===== config.mk =====
export PLATFORM = sky130hd
export DESIGN_NAME = crc_msg_sequencer
export DESIGN_NICKNAME = d
export VERILOG_FILES = /design/src/rtl/crc_msg_sequencer_pkg.sv /design/src/rtl/crc_msg_sequencer_bit_step.sv /design/src/rtl/crc_msg_sequencer.sv
export SDC_FILE = /design/constraint.sdc
export NUM_CORES = 1
export LEC_CHECK = 0
export CORE_MARGIN = 3
export CORE_UTILIZATION = 45
export CTS_BUF_LIST = sky130_fd_sc_hd__clkbuf_8
export CTS_CLUSTER_DIAMETER = 50
export DETAILED_ROUTE_END_ITERATION = 12
export PLACE_DENSITY = 0.68
export SYNTH_ARGS = -nofsm -noshare
export SYNTH_HDL_FRONTEND = slang
export SYNTH_SLANG_ARGS = --single-unit

===== constraint.sdc =====
create_clock -name clk -period 5.2 [get_ports clk]
set_input_delay 0.52 -clock clk [delete_from_list [all_inputs] [get_ports clk]]
set_output_delay 0.52 -clock clk [all_outputs]
set_load 0.02 [all_outputs]

===== src/rtl/crc_msg_sequencer_pkg.sv =====
// Shared types, limits and helpers for the byte-serial configurable CRC sequencer.
package crc_msg_sequencer_pkg;

   localparam int unsigned CRC_MAXW = 64;
   localparam logic [6:0] MIN_W = 7'd8;
   localparam logic [6:0] MAX_W = 7'd64;

   typedef enum logic [2:0] {
      S_IDLE,
      S_ACCUM,
      S_SHIFT,
      S_FINAL,
      S_STREAM
   } state_t;

   function automatic logic [CRC_MAXW-1:0] width_mask(input logic [6:0] w);
      return (w >= MAX_W) ? '1 : ((64'd1 << w) - 64'd1);
   endfunction

   // Reverse the low w bits of v; bits above w come out zero.
   function automatic logic [CRC_MAXW-1:0] reflect_w(input logic [CRC_MAXW-1:0] v,
                                                    input logic [6:0] w);
      logic [CRC_MAXW-1:0] r;
      for (int i = 0; i < CRC_MAXW; i++) r[i] = v[CRC_MAXW-1-i];
      return r >> (MAX_W - w);
   endfunction

   function automatic logic [3:0] byte_count(input logic [6:0] w);
      return w[6:3] + {3'b000, |w[2:0]};
   endfunction

endpackage


===== src/rtl/crc_msg_sequencer_bit_step.sv =====
// One bit of the CRC shift register: feedback from the MSB selected by the width mask.
module crc_bit_step
   import crc_msg_sequencer_pkg::*;
(
   input  logic [CRC_MAXW-1:0] crc,
   input  logic                din,
   input  logic [CRC_MAXW-1:0] poly,
   input  logic [CRC_MAXW-1:0] mask,
   output logic [CRC_MAXW-1:0] crc_next
);

   logic [CRC_MAXW-1:0] top_bit;
   logic                fb;

   // mask ^ (mask >> 1) leaves only bit W-1 set, so no width port is needed.
   assign top_bit  = mask ^ (mask >> 1);
   assign fb       = (|(crc & top_bit)) ^ din;
   assign crc_next = ((crc << 1) ^ (fb ? poly : '0)) & mask;

endmodule


===== src/rtl/crc_msg_sequencer.sv =====
// Configurable-width CRC engine: accepts message bytes, shifts one bit per cycle,
// then streams the finalized result LSB byte first.
//
// state    | meaning
// S_IDLE   | waiting for start
// S_ACCUM  | ready for a message byte or fin
// S_SHIFT  | clocking 8 bits of the latched byte into the CRC
// S_FINAL  | apply reflect-out and final XOR
// S_STREAM | presenting result bytes on the output handshake
module crc_msg_sequencer
   import crc_msg_sequencer_pkg::*;
(
   input  logic                clk,
   input  logic                rst,
   input  logic [6:0]          cfg_width,
   input  logic [CRC_MAXW-1:0] cfg_poly,
   input  logic [CRC_MAXW-1:0] cfg_init,
   input  logic [CRC_MAXW-1:0] cfg_xor,
   input  logic                cfg_refin,
   input  logic                cfg_refout,
   input  logic                start,
   input  logic                fin,
   input  logic                in_valid,
   input  logic [7:0]          in_data,
   output logic                in_ready,
   output logic                out_valid,
   output logic [7:0]          out_data,
   output logic                out_last,
   input  logic                out_ready,
   output logic                busy,
   output logic                cfg_err
);

   state_t              state;
   logic [6:0]          width_q;
   logic [CRC_MAXW-1:0] poly_q, xor_q, mask_q, crc_q, res_q;
   logic                refin_q, refout_q, fin_pend;
   logic [7:0]          byte_q;
   logic [2:0]          bit_cnt;
   logic [3:0]          byte_idx, nbytes_q;

   logic                cfg_ok, bit_sel;
   logic [CRC_MAXW-1:0] cfg_mask, crc_next, res_next;

   assign cfg_ok   = (cfg_width >= MIN_W) && (cfg_width <= MAX_W);
   assign cfg_mask = width_mask(cfg_width);
   assign bit_sel  = refin_q ? byte_q[bit_cnt] : byte_q[3'd7 - bit_cnt];
   assign res_next = ((refout_q ? reflect_w(crc_q, width_q) : crc_q) ^ xor_q) & mask_q;

   crc_bit_step u_bit_step (
      .crc      (crc_q),
      .din      (bit_sel),
      .poly     (poly_q),
      .mask     (mask_q),
      .crc_next (crc_next)
   );

   always_ff @(posedge clk) begin
      if (rst) begin
         state     <= S_IDLE;
         width_q   <= '0;
         poly_q    <= '0;
         xor_q     <= '0;
         mask_q    <= '0;
         crc_q     <= '0;
         res_q     <= '0;
         refin_q   <= 1'b0;
         refout_q  <= 1'b0;
         fin_pend  <= 1'b0;
         byte_q    <= '0;
         bit_cnt   <= '0;
         byte_idx  <= '0;
         nbytes_q  <= '0;
         in_ready  <= 1'b0;
         out_valid <= 1'b0;
         out_data  <= '0;
         out_last  <= 1'b0;
         busy      <= 1'b0;
         cfg_err   <= 1'b0;
      end else begin
         cfg_err <= 1'b0;
         if (start) begin
            // start overrides everything, including an in-flight message
            if (cfg_ok) begin
               width_q  <= cfg_width;
               poly_q   <= cfg_poly;
               xor_q    <= cfg_xor;
               mask_q   <= cfg_mask;
               refin_q  <= cfg_refin;
               refout_q <= cfg_refout;
               nbytes_q <= byte_count(cfg_width);
               crc_q    <= cfg_init & cfg_mask;
               state    <= S_ACCUM;
               in_ready <= 1'b1;
               busy     <= 1'b1;
            end else begin
               state    <= S_IDLE;
               in_ready <= 1'b0;
               busy     <= 1'b0;
               cfg_err  <= 1'b1;
            end
            out_valid <= 1'b0;
            out_last  <= 1'b0;
            out_data  <= '0;
            fin_pend  <= 1'b0;
            bit_cnt   <= '0;
            byte_idx  <= '0;
         end else begin
            case (state)
               S_IDLE: ;
               S_ACCUM: begin
                  if (in_valid) begin
                     byte_q   <= in_data;
                     bit_cnt  <= '0;
                     fin_pend <= fin;
                     in_ready <= 1'b0;
                     state    <= S_SHIFT;
                  end else if (fin) begin
                     in_ready <= 1'b0;
                     state    <= S_FINAL;
                  end
               end
               S_SHIFT: begin
                  crc_q   <= crc_next;
                  bit_cnt <= bit_cnt + 3'd1;
                  if (fin) fin_pend <= 1'b1;
                  if (bit_cnt == 3'd7) begin
                     if (fin_pend || fin) begin
                        fin_pend <= 1'b0;
                        state    <= S_FINAL;
                     end else begin
                        in_ready <= 1'b1;
                        state    <= S_ACCUM;
                     end
                  end
               end
               S_FINAL: begin
                  res_q     <= res_next;
                  out_data  <= res_next[7:0];
                  out_valid <= 1'b1;
                  out_last  <= (nbytes_q == 4'd1);
                  byte_idx  <= '0;
                  state     <= S_STREAM;
               end
               S_STREAM: begin
                  if (out_ready) begin
                     if (byte_idx == nbytes_q - 4'd1) begin
                        out_valid <= 1'b0;
                        out_last  <= 1'b0;
                        out_data  <= '0;
                        busy      <= 1'b0;
                        state     <= S_IDLE;
                     end else begin
                        byte_idx <= byte_idx + 4'd1;
                        out_data <= res_q[{byte_idx[2:0] + 3'd1, 3'b000} +: 8];
                        out_last <= (byte_idx + 4'd2 == nbytes_q);
                     end
                  end
               end
               default: state <= S_IDLE;
            endcase
         end
      end
   end

endmodule

==> impl_metrics.ini <==
[cts]
clockBufferDepth = 3
cts.sinks = 365
cts_resized = 0
cts_tree = yes
cts_inserted_buffers = 68
clk_latency_ns = 0.69
htreeDepth = 3
root_buffer = clkbuf_8
postCtsSetupBuffers = 0
clkTransAtPathRegs_ns = 0.06
hold_buffers = 0

[route]
detailedRoute.firstIterationViolations = 4085
avgViaCountPerCell = 6.919
ant_nets = 0
firstDrtPassIters = 6
wirelength_mm = 129.8
post_drt_wl_per_cell_um = 32.29
drc = 0
vias = 27823

[pwr]
irDropWorstVdd_v = 0.0002410
powerDensity_nw_per_um2 = 278.6
clock_power_share = 0.349
p_sw_frac = 0.3595
switching_power_mw = 2.921
power_frac_seq = 0.397
p_leak_nw = 10.45
p_comb_frac = 0.254
p_int_mw = 5.203

[layout]
final_cell_area_um2 = 29160
multi_input_area_um2 = 16270
final_cell_mix = nand2_1 (549), dfxtp_1 (364), a21oi_1 (317)
nets = 3504
ff_latch_area_um2 = 7308
drive_above_1_share = 0.1108
final_common_cell = nand2_1
nFillCells = 5111
syn2layout_area_growth_pct = 17.48

[worst_setup_path]
cp_num_buf_inv = 1
arrival_ns = 4.99
worstReg2RegEnd = crc_q[13]
rr_worst_depth = 9
crit_fanout = 59
cp_top_family = simple AND/OR/NAND/NOR gates
critPathMostFrequentCell = or4_1
crit_path_end_kind = register
slowest_delay_ns = 0.66
startpoint_type = register
crit_path_cell_trace = nand2b_1 > a31oi_1 > or4_1 > or4_1 > or4_1 > buf_4 > and2_2 > a21o_1 > a211oi_1
crit_type = reg2reg
crit_slowest_cell = or4_1
rrSetupSlack_ns = 0.71
required_ns = 5.70
worstReg2RegStart = mask_q[57]

[floorplanning]
start_util = 0.4576
rows = 85
die_x_um = 240.8
fp.dieH_um = 240.8
num_io_pins = 228
dieArea_um2 = 58010
core_um2 = 54240

[global_routing]
antenna_found_initial = 3
grt.total_usage = 0.4364
overflow = 0
grt_start_max_net_pins = 171
grt_pass1_wl_mm = 182.4
grt_pass1_vias = 25851

[timing]
finalSetupTns_ns = 0
worst_pin_slew_ns = 1.208
fmax_mhz = 222.7
finalHoldViolations = 0
fin_worst_skew_ns = 0.05714
finalSetupViolCount = 0
fin_crit_sh = 0.8635
relSlewSlack = 0.1736
fin_crit_ns = 4.490
rsz0062_at_grt = false
slew_violations = 0

[worst_hold_path]
whs_path_depth = 2
worstHoldPathType = in2reg
min_to = xor_q[1]
min_from = rst

[outcome]
status = finished, final reports clean

[logic_synthesis]
yosysSeqAreaShare = 0.2944
yosysWarnings = 0
yosysTopAreaCellShare = 0.2944
avgSynthCellArea_um2 = 7.837
synthesis.instances = 3167
synth_edf_count = 0
synthArstFlopShare = 0
yosys.area.top_type = dfxtp_1
ys_types = 78
synthTopCellsByArea = dfxtp_1 (29%), mux4_2 (8.7%), nand2_1 (8.3%), a21oi_1 (6.4%), mux2i_1 (4.3%)
synth_ff_type = dfxtp_1
synth_area_um2 = 24820
syn-num-nets = 3394
ys_ff_latch = 365

[placement]
hpwlAfterDp_mm = 98.40
postPlaceCellArea_um2 = 27810
port_buffers = 227
gp_congestion = 1.075

[job]
drv_cap = 0
state kept, by name, indices dropped and copies added, names as in the netlist:
signal and flops:
bit_cnt 3, busy 1, byte_idx 4, byte_q 8, cfg_err 1, crc_q 64, fin_pend 1, in_ready 1
mask_q 64, nbytes_q 4, out_data 8, out_last 1, out_valid 1, poly_q 64, refin_q 1, refout_q 1
res_q 64, state 3, width_q 7, xor_q 64
cell usage after synthesis (58+ instances only):
| master | instances |
|---|---|
| xor2_1 | 118 |
| inv_1 | 58 |
| nand2_1 | 551 |
| a31oi_1 | 66 |
| clkbuf_1 | 244 |
| mux2i_1 | 107 |
| dfxtp_1 | 365 |
| o21ai_0 | 106 |
| mux4_2 | 96 |
| a21oi_1 | 317 |
| nor3_1 | 64 |
| a211oi_1 | 82 |
| nand3_1 | 109 |
| nor2_1 | 198 |
cell type report:
cell class	count	share of cell area
Clock buffer	80	0.03776
Clock inverter	33	0.007981
Sequential cell	365	0.2506
Antenna cell	5	0.0004291
Inverter	62	0.007981
Tap cell	696	0.02987
Timing Repair Buffer	333	0.1072
Multi-Input combinational cell	2447	0.5581
power by group through the flow:
stage	Sequential, mW	Combinational (mW)	Clock (mW)
3_5_place_dp	3.25	1.98	0
3_3_place_gp	3.25	1.97	0
6_report	3.23	2.06	2.83
2_1_floorplan	3.08	1.23	0
4_1_cts	3.19	1.99	2.83
5_1_grt	3.21	2.15	2.96
per-stage QoR:
step                worst slack (ns)  hold slack [ns]  power [mW]  instances    util
floorplan                    0.08638           0.4205       4.305       3167       -
global placement              0.9573           0.4374       5.216       3903  0.5128
detailed placement            0.9299           0.4441       5.233       3903  0.5128
CTS                           0.8885           0.3620       8.018       4016  0.5373
global route                  0.7237           0.3694       8.325       4018  0.5374
finish                        0.7099           0.3627       8.124       4021  0.5376
kinds of logic after synthesis:
kind of cell,after synthesis,share of synthesized area
xor+xnor,173,0.06105
flops,365,0.2944
simple gates,1111,0.2010
buf+inv,355,0.05556
mux,222,0.1389
fa+ha+maj,12,0.006049
compound gates,929,0.2430
worst reg2reg max path: cells and delay by family, from the launching register on:
| kind | cells | cell delay [ns] |
|---|---|---|
| compound gates | 3 | 0.87 |
| flops | 1 | 0.60 |
| simple gates | 5 | 2.53 |
| buf+inv | 1 | 0.31 |
per-layer routing:
| metal | part of all wire | vias to the layer above | routed length [µm] | track usage |
|---|---|---|---|---|
| met5 | 0 | - | 0 | 0 |
| met2 | 0.42 | 2227 | 54220 | 0.6410 |
| met1 | 0.36 | 13269 | 46950 | 0.5428 |
| met3 | 0.13 | 538 | 16540 | 0.1283 |
| met4 | 0.093 | 0 | 12130 | 0.3263 |
| li1 | - | 11789 | - | - |
how the worst max path moves through the flow:
stage / startpoint / slack [ns] / cells after the start / to
3_5_place_dp: cfg_width[3] / 0.93 / 11 / crc_q[28]
3_3_place_gp: mask_q[57] / 0.96 / 9 / crc_q[13]
2_1_floorplan: width_q[0] / 0.09 / 17 / res_q[5]
6_report: mask_q[57] / 0.71 / 9 / crc_q[13]
5_1_grt: crc_q[55] / 0.72 / 9 / crc_q[34]
4_1_cts: mask_q[57] / 0.89 / 9 / crc_q[13]
No activity file was read; power rests on OpenSTA's default activity.
